===== src/rtl/exc_commit_arbiter.sv =====
// rtl/exc_commit_arbiter.sv - oldest-lane exception commit: CP0 update, timed flush, PC redirect
// Optional perf counters built only when EXC_CTRL_PERF_CNT_EN is defined.
module exc_commit_arbiter #(
  parameter int          NUM_LANES    = 2,
  parameter logic [31:0] EXC_VECTOR   = 32'hBFC0_0380,
  parameter int          FLUSH_CYCLES = 1,
  parameter int          CNT_W        = 32
) (
  input  logic                   clk,
  input  logic                   rst,
  input  logic [NUM_LANES-1:0]   lane_valid,
  input  logic [32*NUM_LANES-1:0] lane_pc,
  input  logic [32*NUM_LANES-1:0] lane_badvaddr,
  input  logic [NUM_LANES-1:0]   lane_bd,
  input  logic [9*NUM_LANES-1:0] lane_exc,
  input  logic [31:0]            r_cp0_epc,
  input  logic                   redirect_ready,
  output logic                   redirect_valid,
  output logic [31:0]            redirect_pc,
  output logic                   w_cp0_update_ena,
  output logic [4:0]             w_cp0_exccode,
  output logic                   w_cp0_bd,
  output logic                   w_cp0_exl,
  output logic [31:0]            w_cp0_epc,
  output logic                   w_cp0_badvaddr_ena,
  output logic [31:0]            w_cp0_badvaddr,
  output logic                   cp0_cls_exl,
  output logic                   flush_pipline,
  output logic [NUM_LANES-1:0]   lane_kill,
  output logic                   exc_busy,
  output logic [CNT_W-1:0]       perf_exc_cnt,
  output logic [CNT_W-1:0]       perf_eret_cnt
);

  localparam int CW = (FLUSH_CYCLES > 1) ? $clog2(FLUSH_CYCLES) : 1;

  typedef enum logic [1:0] {IDLE, FLUSH, REDIRECT} state_t;

  state_t               state, state_nxt;
  logic [CW-1:0]        cnt;
  logic                 first;
  logic                 cap_eret;
  logic [31:0]          cap_ret_pc;
  logic [NUM_LANES-1:0] cap_mask;

  logic                 win_found;
  logic [8:0]           win_exc;
  logic [31:0]          win_pc;
  logic [31:0]          win_bva;
  logic                 win_bd;
  logic [NUM_LANES-1:0] win_mask;
  logic [4:0]           win_code;
  logic                 win_eret;
  logic                 win_bva_ena;
  logic [31:0]          win_bva_val;

  // Scan youngest to oldest so the oldest excepting lane overwrites last.
  always_comb begin
    win_found = 1'b0;
    win_exc   = '0;
    win_pc    = '0;
    win_bva   = '0;
    win_bd    = 1'b0;
    win_mask  = '0;
    for (int i = NUM_LANES - 1; i >= 0; i--) begin
      if (lane_valid[i] && (lane_exc[9*i +: 9] != 9'd0)) begin
        win_found = 1'b1;
        win_exc   = lane_exc[9*i +: 9];
        win_pc    = lane_pc[32*i +: 32];
        win_bva   = lane_badvaddr[32*i +: 32];
        win_bd    = lane_bd[i];
        win_mask  = {NUM_LANES{1'b1}} << i;
      end
    end
  end

  // Flag bit order already matches in-lane priority: lowest set bit wins.
  always_comb begin
    win_code    = 5'h00;
    win_eret    = 1'b0;
    win_bva_ena = 1'b0;
    win_bva_val = '0;
    if (win_exc[0]) begin
      win_code = 5'h00;
    end else if (win_exc[1]) begin
      win_code    = 5'h04;
      win_bva_ena = 1'b1;
      win_bva_val = win_pc;
    end else if (win_exc[2]) begin
      win_code = 5'h0a;
    end else if (win_exc[3]) begin
      win_code = 5'h0c;
    end else if (win_exc[4]) begin
      win_code = 5'h08;
    end else if (win_exc[5]) begin
      win_code = 5'h09;
    end else if (win_exc[6]) begin
      win_eret = 1'b1;
    end else if (win_exc[7]) begin
      win_code    = 5'h04;
      win_bva_ena = 1'b1;
      win_bva_val = win_bva;
    end else if (win_exc[8]) begin
      win_code    = 5'h05;
      win_bva_ena = 1'b1;
      win_bva_val = win_bva;
    end
  end

  always_ff @(posedge clk or negedge rst) begin
    if (!rst) state <= IDLE;
    else      state <= state_nxt;
  end

  always_comb begin
    state_nxt = state;
    case (state)
      IDLE:     if (win_found) state_nxt = FLUSH;
      FLUSH:    if (cnt == '0) state_nxt = REDIRECT;
      REDIRECT: if (redirect_ready) state_nxt = IDLE;
      default:  state_nxt = IDLE;
    endcase
  end

  always_comb begin
    w_cp0_update_ena = 1'b0;
    cp0_cls_exl      = 1'b0;
    flush_pipline    = 1'b0;
    lane_kill        = '0;
    redirect_valid   = 1'b0;
    redirect_pc      = '0;
    exc_busy         = 1'b0;
    case (state)
      FLUSH: begin
        exc_busy         = 1'b1;
        flush_pipline    = 1'b1;
        lane_kill        = cap_mask;
        w_cp0_update_ena = first & ~cap_eret;
        cp0_cls_exl      = first & cap_eret;
      end
      REDIRECT: begin
        exc_busy       = 1'b1;
        flush_pipline  = 1'b1;
        redirect_valid = 1'b1;
        redirect_pc    = cap_eret ? cap_ret_pc : EXC_VECTOR;
      end
      default: ;
    endcase
  end

  always_ff @(posedge clk or negedge rst) begin
    if (!rst) begin
      first              <= 1'b0;
      cnt                <= '0;
      cap_eret           <= 1'b0;
      cap_ret_pc         <= '0;
      cap_mask           <= '0;
      w_cp0_exccode      <= '0;
      w_cp0_bd           <= 1'b0;
      w_cp0_exl          <= 1'b0;
      w_cp0_epc          <= '0;
      w_cp0_badvaddr_ena <= 1'b0;
      w_cp0_badvaddr     <= '0;
    end else begin
      first <= 1'b0;
      if (state == IDLE && win_found) begin
        first              <= 1'b1;
        cnt                <= CW'(FLUSH_CYCLES - 1);
        cap_eret           <= win_eret;
        cap_ret_pc         <= r_cp0_epc;
        cap_mask           <= win_mask;
        w_cp0_exccode      <= win_code;
        w_cp0_bd           <= win_bd;
        w_cp0_exl          <= ~win_eret;
        w_cp0_epc          <= win_bd ? (win_pc - 32'd4) : win_pc;
        w_cp0_badvaddr_ena <= win_bva_ena;
        w_cp0_badvaddr     <= win_bva_val;
      end else if (state == FLUSH && cnt != '0) begin
        cnt <= cnt - CW'(1);
      end
    end
  end

`ifdef EXC_CTRL_PERF_CNT_EN
  always_ff @(posedge clk or negedge rst) begin
    if (!rst) begin
      perf_exc_cnt  <= '0;
      perf_eret_cnt <= '0;
    end else begin
      if (w_cp0_update_ena && (perf_exc_cnt != '1))
        perf_exc_cnt <= perf_exc_cnt + CNT_W'(1);
      if (cp0_cls_exl && (perf_eret_cnt != '1))
        perf_eret_cnt <= perf_eret_cnt + CNT_W'(1);
    end
  end
`else
  assign perf_exc_cnt  = '0;
  assign perf_eret_cnt = '0;
`endif

endmodule


===== config.mk =====
export PLATFORM = sky130hd
export DESIGN_NAME = exc_commit_arbiter
export DESIGN_NICKNAME = d
export VERILOG_FILES = /design/src/rtl/exc_commit_arbiter.sv
export SDC_FILE = /design/constraint.sdc
export NUM_CORES = 1
export LEC_CHECK = 0
export ABC_AREA = 1
export BUFFER_PORTS_ARGS = -buffer_cell sky130_fd_sc_hd__buf_4
export CORE_AREA = 2 2 140 142
export DETAILED_ROUTE_END_ITERATION = 10
export DIE_AREA = 0 0 142 144
export PLACE_DENSITY = 0.71
export RECOVER_POWER = 25
export SYNTH_ARGS = -nofsm -noshare
export SYNTH_HDL_FRONTEND = slang
export SYNTH_SLANG_ARGS = --single-unit

===== constraint.sdc =====
create_clock -name clk -period 4.9 [get_ports clk]
set_clock_uncertainty 0.15 [all_clocks]
set_input_delay 0.49 -clock clk [delete_from_list [all_inputs] [get_ports clk]]
set_output_delay 0.49 -clock clk [all_outputs]
set_load 0.005 [all_outputs]

-- Yosys cells after proc, flatten, opt, wreduce, memory -nomap -nowiden
Cells that the tools add are included.
- $add $sub $neg: 2
- bitwise gates (word level): 4
- eq/ne operators: 5
- mux-type cells: 61
- reduce and logical (&&, ||, !) cells: 10
- operator list (kind ; count):
    $mux 32 ; 16
    $sub 32x3->32 const B ; 1
    $mux 1 ; 27
    $mux 4 ; 6
    $mux 9 ; 2
    $reduce_bool 9->1 ; 2
    $mux 2 ; 6
    $mux 3 ; 3
    $ne 2x2->1 const B ; 3
    $pmux 2 s3 ; 1
    $logic_and 1x1->1 ; 4
    $reduce_and 3->1 ; 1
    $and 1x1->1 ; 2
    $eq 2x1->1 const B ; 1
    $eq 2x2->1 const B ; 1
    $logic_not 2->1 ; 1
    $not 1->1 ; 2
    $reduce_bool 2->1 ; 1
    $reduce_or 2->1 ; 1
    $sub 1x1->1 const B ; 1
- register bits: 111
- word-level logic and storage cells: 94
- output and inout port bits: 175
- input port bits: 185

-- Depth between registers and ports, before layout
Gate-level depths: netlist (run 1).
- depth after elaboration: 13
- mapped depth: 17

-- Worst setup path after synthesis (run 1)
Ideal clock, no wire load.
- path type: input to register
- start point: input port lane_exc[3]
- end point: register w_cp0_epc[16]
- path buffers: 1
- required time: 4.620 ns
- arrival: 2.288 ns
- slack: 2.332 ns
- stages: 13
- cells stage by stage: nor2_1 > nand3_2 > o21ai_4 > buf_6 > nor2_2 > nor2_4 > ha_1 > inv_1 > nor2_1 > nand2_2 > nor2_4 > xor2_1 > o21ai_1
- word-level cells in the longest chain between the ends: 5
- elaborated cells on any way between the ends: 8
- ends and longest elaborated chain (element ; RTL line ; text):
    from (decl) ; 15 ; input logic [9*NUM_LANES-1:0] lane_exc,
    $reduce_bool 9->1 (*) ; 66 ; if (lane_valid[i] && (lane_exc[9*i +: 9] != 9'd0)) begin
    $logic_and 1x1->1 (*) ; 66 ;
    $mux 32 ; 66 ;
    $sub 32x3->32 ; 175 ; w_cp0_epc <= win_bd ? (win_pc - 32'd4) : win_pc;
    $mux 32 ; 175 ;
    to (signal assigned) ; 175 ;
    to (decl) ; 24 ; output logic [31:0] w_cp0_epc,
Every way passes the cells marked *; elsewhere a longest branch is shown, timed or not.
A chain may end at the register's enable or synchronous reset.

-- Worst setup path in the final report (run 1)
- start point: input port lane_exc[10]
- end point: register w_cp0_badvaddr[12]
- word-level cells in the longest chain between the ends: 13
- elaborated cells on any way between the ends: 20
- ends and longest elaborated chain (element ; RTL line ; text):
    $reduce_bool 9->1 ; 66 ;
    $logic_and 1x1->1 ; 66 ;
    $mux 32 / $mux 9 (equally long branches) (2 in a row) ; 66 ;
    $mux 32 ; 103 ; end else if (win_exc[8]) begin
    $mux 32 ; 99 ; end else if (win_exc[7]) begin
    $mux 32 ; 97 ; end else if (win_exc[6]) begin
    $mux 32 ; 95 ; end else if (win_exc[5]) begin
    $mux 32 ; 93 ; end else if (win_exc[4]) begin
    $mux 32 ; 91 ; end else if (win_exc[3]) begin
    $mux 32 ; 89 ; end else if (win_exc[2]) begin
    $mux 32 ; 85 ; end else if (win_exc[1]) begin
    $mux 32 ; 83 ; if (win_exc[0]) begin
    to (signal assigned) ; 177 ; w_cp0_badvaddr <= win_bva_val;
    to (decl) ; 26 ; output logic [31:0] w_cp0_badvaddr,
Parallel ways exist; a longest one is shown, timed or not.

==> impl_metrics.env, run 1 <==
export IMPL_outcome="completed"
export IMPL_ys_types=41
export IMPL_routed_wl_mm=25.7
export IMPL_p_total_mw=3.98
export IMPL_design_core_area_sq_mm=0.0191
export IMPL_layout_common_cells="nand2_1 (374), buf_4 (288), inv_1 (111), dfrtp_1 (110), nor2_1 (106)"
export IMPL_grt_max_degree=74
export IMPL_antenna_cells=0
export IMPL_ioPinCount=360
export IMPL_cts_sinks=110
export IMPL_seq_area_frac_synth=0.360
export IMPL_relSlewSlack=0.372
export IMPL_gp_congestion=0.905
export IMPL_stdcell_area_sq_mm=0.00993
export IMPL_remaining_drc_errors=0
export IMPL_yosys_area_share_simple=0.351
export IMPL_grt_overflow=0
export IMPL_synth_compound_area_frac=0.111
export IMPL_tns_ns=0
export IMPL_syn_area_sq_mm=0.00765
export IMPL_fin_nets=1575
export IMPL_dr_pass1_iters=5
export IMPL_ys_flop_type="dfrtp_1"
export IMPL_ys_seq_elements=110
export IMPL_slew_viol_final=0
export IMPL_finalSetupViolations=0
export IMPL_p_leak_nw=5.57
export IMPL_dieArea_sq_mm=0.0204
export IMPL_synth_top_family_by_area="simple AND/OR/NAND/NOR gates"
export IMPL_synth_top_area_cell="dfrtp_1"
export IMPL_yosys_area_top_type_share=0.360
export IMPL_cp_end_kind="register"
export IMPL_synth_enable_flop_cells=0
export IMPL_holdBufCountCts=0
export IMPL_place_hpwl_mm=19.9
export IMPL_async_reset_ff_frac=1.00
export IMPL_drive_gt1_frac=0.264
export IMPL_post_dp_cell_area_sq_mm=0.00969
export IMPL_die_h_um=144
export IMPL_crit_type="in -> reg"
export IMPL_area_growth_pct=29.8
export IMPL_period_share=0.656
export IMPL_start_util=0.401
export IMPL_hold_path_class="in -> async"
export IMPL_crit_fanout=31
export IMPL_required_ns=5.05
export IMPL_cts_max_path_buffers=2
export IMPL_max_cap_violations=0
export IMPL_cp_arrival_ns=3.37
export IMPL_cts_tree="yes"
export IMPL_fmax_mhz=311
export IMPL_netlist_instances=1129
export IMPL_crit_path_start_kind="input port"
export IMPL_clk_pin_slew_ns=0.08
export IMPL_cts_buffers=9
export IMPL_vias=7910
export IMPL_portBuffers=294
export IMPL_clk_latency_ns=0.36
export IMPL_yosys_warnings=0
export IMPL_synthTopCellsByArea="dfrtp_1 (36%), nand2_1 (18%), buf_4 (7.1%)"
export IMPL_drt_wirelength_per_cell_um=15.8
export IMPL_ir_drop_uv=199
export IMPL_synth_xor_area_frac=0.0114
export IMPL_rows=51
export IMPL_rsz0062_at_grt="no"
export IMPL_grt_pass1_vias=7399
export IMPL_hold_viol_final=0
export IMPL_finish_utilization=0.521
export IMPL_synthMuxAreaShare=0
export IMPL_worst_pin_slew_ns=0.940
export IMPL_antenna_left=0
export IMPL_grt_pass1_wl_mm=38.6
export IMPL_cts_setup_buffers=0
export IMPL_antenna_found_initial=1
export IMPL_dieWidth_um=142
export IMPL_hold_ws_ns=0.0952
export IMPL_synthAdderAreaFrac=0.00654
export IMPL_layout_commonest_cell="nand2_1"
export IMPL_via_per_inst=4.86
export IMPL_powerDensity_mw_per_mm2=401
export IMPL_dr_first_iter_drc_count=523
export IMPL_fin_crit_ns=3.22
export IMPL_cts_root_buf="clkbuf_16"
export IMPL_cts_resized=0
export IMPL_h_tree_depth=3
export IMPL_grtUsageTotal=0.243
export IMPL_avgSynthCellArea_sq_um=6.78
## routing by layer
layer | track usage | up-vias | routed length [um]
li1 | - | 3918 | -
met1 | 0.297 | 3687 | 10600
met2 | 0.443 | 266 | 13000
met3 | 0.0368 | 37 | 1440
met4 | 0.0705 | 2 | 553
met5 | 0 | - | 13
## worst max-delay path: stages
cell	delay, ns
buf_4	0.11
inv_1	0.04
nand2_1	0.05
nor2_1	0.05
nand2_1	0.05
buf_4	0.30
nand2_1	0.20
nand2_1	0.18
nand2_4	0.19
nor2_2	0.72
inv_1	0.41
o21ai_0	0.37
nand3_1	0.11
nand2_1	0.08
## final cells by class
| class | count | area [sq um] |
|---|---|---|
| well taps | 238 | 298 |
| fillers | 1916 | 9150 |
| clock inverters | 5 | 42.5 |
| multi-input cells | 848 | 3930 |
| repair buffers | 303 | 2250 |
| inverters | 114 | 428 |
| flip-flops and latches | 110 | 2750 |
| clock buffers | 11 | 233 |
## logic make-up after synthesis
logic type / after synthesis
compound gates: 141
xor+xnor: 10
fa+ha+maj: 4
buf+inv: 235
flops: 110
other cells: 1
simple gates: 628
## power by group
group / total (mW) / leakage [nW] / internal (mW) / switching [mW]
Sequential: 1.47 / 1.40 / 1.28 / 0.188
Clock: 0.712 / 0.136 / 0.353 / 0.359
Combinational: 1.80 / 4.03 / 0.766 / 1.03
Total: 3.98 / 5.57 / 2.40 / 1.58
## per-stage QoR
step | instances | worst slack [ns]
floorplan | 1193 | 2.33
global placement | 1613 | 1.42
detailed placement | 1613 | 1.36
CTS | 1629 | 1.71
global route | 1629 | 1.45
finish | 1629 | 1.68
## state kept, by name, summed over array words and instances, names as in the netlist, 2 cells and up
register        count
cap_mask            2
state               2
w_cp0_exccode       4
w_cp0_badvaddr     32
w_cp0_epc          32
cap_ret_pc         32
## cell usage after synthesis (3+ instances only)
cell and n:
dfrtp_1 110, buf_1 5, a21oi_1 17, nand4_1 4, nor2_4 10, ha_1 4
nand3_1 87, nand2_1 374, nor2_2 16, nor2_1 106, xor2_1 7, buf_2 16
clkbuf_1 22, buf_4 72, buf_6 6, xnor2_1 3, o21ai_0 67, nand3b_1 4
a22oi_1 34, o21ai_1 11, inv_1 111, nand2_2 19
## path summary, 6_finish.rpt
path                                         start                              to  slack [ns]  depth (start not counted)
max in group asynchronous                      rst                 first$_DFF_PN0_        3.44                          2
hold reg to reg            cap_mask[1]$_DFFE_PN0P_         cap_mask[1]$_DFFE_PN0P_        0.33                          1
setup / recovery                      lane_exc[10]  w_cp0_badvaddr[12]$_DFFE_PN0P_        1.68                         14
min in group clk                      r_cp0_epc[7]       cap_ret_pc[7]$_DFFE_PN0P_        0.18                          3
setup reg to reg              state[0]$_DFFE_PN0P_  w_cp0_badvaddr[12]$_DFFE_PN0P_        2.04                          8
hold / removal                                 rst   w_cp0_badvaddr[3]$_DFFE_PN0P_         0.1                          1
Power figures use the tool's default switching activity.
==> run 2, diff against run 1 <==
CORE_AREA = 2 2 141 143   (was 2 2 140 142)
DIE_AREA = 0 0 143 145   (was 0 0 142 144)
PLACE_DENSITY = 0.7   (was 0.71)
clock period = 3.2 ns   (was 4.9 ns; I/O delays follow)
==> run 2 against run 1 <==
Effect of this change:
- utilization grew 0.69 points
- wire length is 1.5% higher
- first-iteration DRC count fell by 6.1%
- sequential share of layout area shrank 0.54 points
- die area up 1.4%
- largest cell class unchanged
- global-route usage shrank 0.058 points
==> impl_metrics.env, run 2 (synthesized netlist as in run 1, its figures left out) <==
export IMPL_globalRouteMet2Util=0.436
export IMPL_antenna_cells=0
export IMPL_routed_wl_mm=26.1
export IMPL_grt_pass1_vias=7512
export IMPL_portBuffers=294
export IMPL_start_util=0.398
export IMPL_tns_ns=0
export IMPL_met1_usage=0.298
export IMPL_die_h_um=145
export IMPL_hold_path_class="in -> reg"
export IMPL_dr_pass1_iters=5
export IMPL_place_hpwl_mm=20.0
export IMPL_cts_tree="yes"
export IMPL_dieArea_sq_mm=0.0207
export IMPL_grt_max_degree=95
export IMPL_stdcell_area_sq_mm=0.0101
export IMPL_fin_nets=1588
export IMPL_met3_usage=0.0320
export IMPL_cp_end_kind="register"
export IMPL_fill_cells=1905
export IMPL_via_per_inst=4.77
export IMPL_antenna_found_initial=0
export IMPL_slew_viol_final=0
export IMPL_cts_root_buf="clkbuf_16"
export IMPL_dpl_cell_count=1644
export IMPL_cp_arrival_ns=2.83
export IMPL_vias=7959
export IMPL_post_place_ws_ns=0.176
export IMPL_fmax_mhz=367
export IMPL_hold_ws_ns=0.00784
export IMPL_crit_type="reg -> reg"
export IMPL_layout_commonest_cell="nand2_1"
export IMPL_holdPathStages=3
export IMPL_area_growth_pct=32.4
export IMPL_cts_sinks=110
export IMPL_design_core_area_sq_mm=0.0192
export IMPL_grt_pass1_wl_mm=39.5
export IMPL_reg_top3="cap_ret_pc x32, w_cp0_badvaddr x32, w_cp0_epc x32"
export IMPL_cts_max_path_buffers=2
export IMPL_p_total_mw=6.22
export IMPL_dr_first_iter_drc_count=491
export IMPL_crit_fanout=23
export IMPL_remaining_drc_errors=0
export IMPL_powerDensity_mw_per_mm2=614
export IMPL_fin_crit_ns=2.73
export IMPL_ff2ff_setup_slack_ns=0.47
export IMPL_drive_gt1_frac=0.266
export IMPL_holdPathEnd="cap_ret_pc[29]$_DFFE_PN0P_"
export IMPL_clk_pin_slew_ns=0.08
export IMPL_p_leak_nw=5.66
export IMPL_h_tree_depth=3
export IMPL_drt_wirelength_per_cell_um=15.6
export IMPL_hold_viol_final=0
export IMPL_grt_overflow=0
export IMPL_ioPinCount=360
export IMPL_ir_drop_uv=380
export IMPL_finish_utilization=0.528
export IMPL_layout_common_cells="nand2_1 (374), buf_4 (300), inv_1 (111), dfrtp_1 (110), nor2_1 (106)"
export IMPL_timing_rr_start="state[0]$_DFFE_PN0P_"
export IMPL_cts_resized=0
export IMPL_worst_pin_slew_ns=1.49
export IMPL_finalSetupViolations=0
export IMPL_outcome="completed"
export IMPL_hold_start="r_cp0_epc[29]"
export IMPL_worst_r2r_endpoint="w_cp0_exl$_DFFE_PN0P_"
export IMPL_required_ns=3.30
export IMPL_cts_setup_buffers=0
export IMPL_cts_buffers=9
export IMPL_max_cap_violations=0
export IMPL_gp_congestion=0.883
export IMPL_dieWidth_um=143
export IMPL_final_cells=1669
export IMPL_antenna_left=0
export IMPL_clk_latency_ns=0.36
export IMPL_grtUsageTotal=0.242
export IMPL_rsz0062_at_grt="no"
export IMPL_worstRegToRegCells=8
export IMPL_worst_slack_ns=0.475
export IMPL_rows=51
export IMPL_crit_path_start_kind="register"
export IMPL_post_dp_cell_area_sq_mm=0.00976
export IMPL_period_share=0.852
export IMPL_relSlewSlack=0.00815
export IMPL_top_usage_layer="met2"
export IMPL_holdBufCountCts=9
run 2: cell count changes in the layout (fill, tap and decap cells not counted):
cell / delta
buf_4: +12
dlygate4sd3_1: +9
clkbuf_4: -7
clkbuf_1: -3
clkbuf_8: +2
bufinv_16: +1
clkinv_4: -1
run 2: where the power goes:
part	total, mW	switching, mW	internal, mW
sequential	2.26	0.295	1.97
combinational	2.75	1.56	1.19
clock	1.21	0.555	0.660
run 2: final cells by class:
class	instances	area, sq um	area share
Multi-Input combinational cell	848	3930	0.388
Sequential cell	110	2750	0.272
Timing Repair Buffer	316	2370	0.234
Inverter	114	428	0.0422
Tap cell	265	332	0.0327
Clock buffer	11	253	0.0249
Clock inverter	5	63.8	0.00630
run 2: worst max path at each step:
stage / startpoint / to / slack [ns] / depth (start not counted)
after floorplan: lane_exc[3] / w_cp0_epc[16]$_DFFE_PN0P_ / 0.80 / 13
after global placement: lane_exc[5] / w_cp0_exl$_DFFE_PN0P_ / 0.24 / 12
after detailed placement: lane_exc[5] / w_cp0_exl$_DFFE_PN0P_ / 0.18 / 12
after CTS: state[0]$_DFFE_PN0P_ / w_cp0_exl$_DFFE_PN0P_ / 0.50 / 8
after global routing: rst / w_cp0_epc[26]$_DFFE_PN0P_ / 0.21 / 3
final: state[0]$_DFFE_PN0P_ / w_cp0_exl$_DFFE_PN0P_ / 0.47 / 8
run 2: layer usage:
metal,routed length [um],part of all wire,vias up
li1,-,-,3945
met1,10800,0.41,3670
met2,13100,0.50,310
met3,1660,0.064,34
met4,529,0.020,0
met5,0,0,-
run 2: critical path, cell delays in order (launching register included):
cell,delay [ns]
dfrtp_1,0.40
inv_1,0.09
ha_1,0.23
nand2_4,0.07
nor2_2,0.73
nand2_1,0.52
inv_1,0.19
nand3_1,0.11
o21a_1,0.13
==> run 3, diff against run 2 <==
ABC_CLOCK_PERIOD_IN_PS = 3200   (was default)
RECOVER_POWER = default   (was 25)
==> run 3 against run 2 <==
Effect of this change:
- register-to-register slack barely moved
- combinational power barely moved
- sequential share of layout area fell by 0.093 points
- first-iteration DRC count fell by 2.6%
- setup slack improved by 0.0035 ns
- critical path type unchanged
- highest routed layer unchanged
==> impl_metrics.env, run 3 (synthesized netlist as in run 1, its figures left out) <==
export IMPL_cp_common_cell="inv_1"
export IMPL_start_util=0.398
export IMPL_required_ns=3.30
export IMPL_dr_pass1_iters=5
export IMPL_tns_ns=0
export IMPL_clock_power_share=0.195
export IMPL_p_int_mw=3.84
export IMPL_cts_root_buf="clkbuf_16"
export IMPL_rsz0062_at_grt="no"
export IMPL_cp_end_kind="register"
export IMPL_rows=51
export IMPL_dr_max_layer_used="met4"
export IMPL_dieArea_sq_mm=0.0207
export IMPL_portBuffers=294
export IMPL_max_cap_violations=0
export IMPL_combPwrFrac=0.444
export IMPL_timing_rr_start="state[0]$_DFFE_PN0P_"
export IMPL_antenna_cells=0
export IMPL_netSwitchingPower_mw=2.41
export IMPL_place_hpwl_mm=20.0
export IMPL_routed_wl_mm=26.0
export IMPL_period_share=0.851
export IMPL_p_leak_nw=5.68
export IMPL_slew_viol_final=0
export IMPL_dpl_cell_count=1644
export IMPL_fin_crit_ns=2.72
export IMPL_seqPwrFrac=0.361
export IMPL_cts_sinks=110
export IMPL_die_h_um=145
export IMPL_outcome="completed"
export IMPL_cts_setup_buffers=0
export IMPL_layout_commonest_cell="nand2_1"
export IMPL_gp_congestion=0.883
export IMPL_via_per_inst=4.80
export IMPL_finalSetupViolations=0
export IMPL_clk_latency_ns=0.36
export IMPL_switching_share=0.386
export IMPL_grt_overflow=0
export IMPL_ir_drop_uv=382
export IMPL_design_core_area_sq_mm=0.0192
export IMPL_wl_met2_mm=13.2
export IMPL_crit_slowest_cell="nor2_2"
export IMPL_antenna_left=0
export IMPL_dieWidth_um=143
export IMPL_vias=8003
export IMPL_cts_max_path_buffers=2
export IMPL_grt_pass1_vias=7512
export IMPL_cts_tree="yes"
export IMPL_critPathBufInv=2
export IMPL_cts_resized=0
export IMPL_crit_start="state[0]$_DFFE_PN0P_"
export IMPL_dr_first_iter_drc_count=478
export IMPL_crit_type="reg -> reg"
export IMPL_fmax_mhz=367
export IMPL_area_growth_pct=32.9
export IMPL_fill_cells=1898
export IMPL_grtUsageTotal=0.242
export IMPL_met1Wirelength_mm=10.6
export IMPL_h_tree_depth=3
export IMPL_fin_nets=1588
export IMPL_layout_common_cells="nand2_1 (374), buf_4 (306), inv_1 (111), dfrtp_1 (110), nor2_1 (106)"
export IMPL_final_cells=1669
export IMPL_powerDensity_mw_per_mm2=615
export IMPL_hold_start="r_cp0_epc[29]"
export IMPL_cts_buffers=9
export IMPL_hold_path_class="in -> reg"
export IMPL_cp_arrival_ns=2.82
export IMPL_grt_max_degree=95
export IMPL_antenna_found_initial=0
export IMPL_crit_path_start_kind="register"
export IMPL_reg_top3="cap_ret_pc x32, w_cp0_badvaddr x32, w_cp0_epc x32"
export IMPL_wl_met3_mm=1.66
export IMPL_clk_pin_slew_ns=0.08
export IMPL_hold_viol_final=0
export IMPL_relSlewSlack=0.342
export IMPL_grt_pass1_wl_mm=39.5
export IMPL_crit_fanout=23
export IMPL_cpLargestDelayFamily="simple AND/OR/NAND/NOR gates"
export IMPL_drive_gt1_frac=0.271
export IMPL_drt_wirelength_per_cell_um=15.6
export IMPL_slowest_delay_ns=0.73
export IMPL_ioPinCount=360
export IMPL_cp_cell_sequence="inv_1 > ha_1 > nand2_4 > nor2_2 > nand2_1 > inv_1 > nand3_1 > o21a_1"
export IMPL_remaining_drc_errors=0
export IMPL_worst_pin_slew_ns=0.987
export IMPL_holdBufCountCts=9
-- run 3: changes by cell type in the layout (fill, tap and decap cells not counted) --
cell,change
clkbuf_4,-1
clkbuf_1,-6
buf_4,+6
buf_12,+1
-- run 3: cell type report --
class | count | area (sq um) | share of cell area
multi-input cells | 848 | 3930 | 0.387
flip-flops and latches | 110 | 2750 | 0.271
repair buffers | 316 | 2410 | 0.237
inverters | 114 | 428 | 0.0421
well taps | 265 | 332 | 0.0326
clock buffers | 11 | 253 | 0.0249
clock inverters | 5 | 63.8 | 0.00628
-- run 3: routing by layer --
metal	vias up	track usage
li1	3948	-
met1	3704	0.298
met2	315	0.436
met3	36	0.0320
met4	0	0.0743
met5	-	0
-- run 3: through the flow --
step | hold WS, ns | util | area [sq um] | worst slack, ns | power [mW]
final | 0.00852 | 0.529 | 10200 | 0.478 | 6.25
after global routing | 0.0227 | 0.529 | 10200 | 0.223 | 6.70
after CTS | 0.000210 | 0.529 | 10200 | 0.502 | 6.30
after detailed placement | 0.117 | 0.508 | 9760 | 0.176 | 5.05
after global placement | 0.116 | 0.508 | 9760 | 0.245 | 5.01
after floorplan | -0.126 | - | 7890 | 0.802 | 3.71
-- run 3: worst paths after layout --
check | to | slack, ns | depth (start not counted)
setup / recovery | w_cp0_exl$_DFFE_PN0P_ | 0.48 | 8
min in group asynchronous | cap_ret_pc[29]$_DFFE_PN0P_ | 0.26 | 2
max in group asynchronous | w_cp0_epc[10]$_DFFE_PN0P_ | 1.84 | 3
hold reg to reg | cap_mask[1]$_DFFE_PN0P_ | 0.32 | 1
hold / removal | cap_ret_pc[29]$_DFFE_PN0P_ | 0.009 | 3
setup reg to reg | w_cp0_exl$_DFFE_PN0P_ | 0.48 | 8
-- run 3: worst reg2reg max path: cells and delay by family, from the launching register on --
kind / cells / cell delay (ns)
compound gates: 1 / 0.13
fa+ha+maj: 1 / 0.23
buf+inv: 2 / 0.28
flops: 1 / 0.40
simple gates: 4 / 1.44
-- run 3: power by group through the flow --
stage          sequential, mW  combinational (mW)  clock [mW]
3_5_place_dp             2.27                2.78           0
6_report                 2.26                2.77        1.22
5_1_grt                  2.33                3.09        1.28
3_3_place_gp             2.27                2.74           0
2_1_floorplan            2.26                1.46           0
4_1_cts                  2.26                2.80        1.24
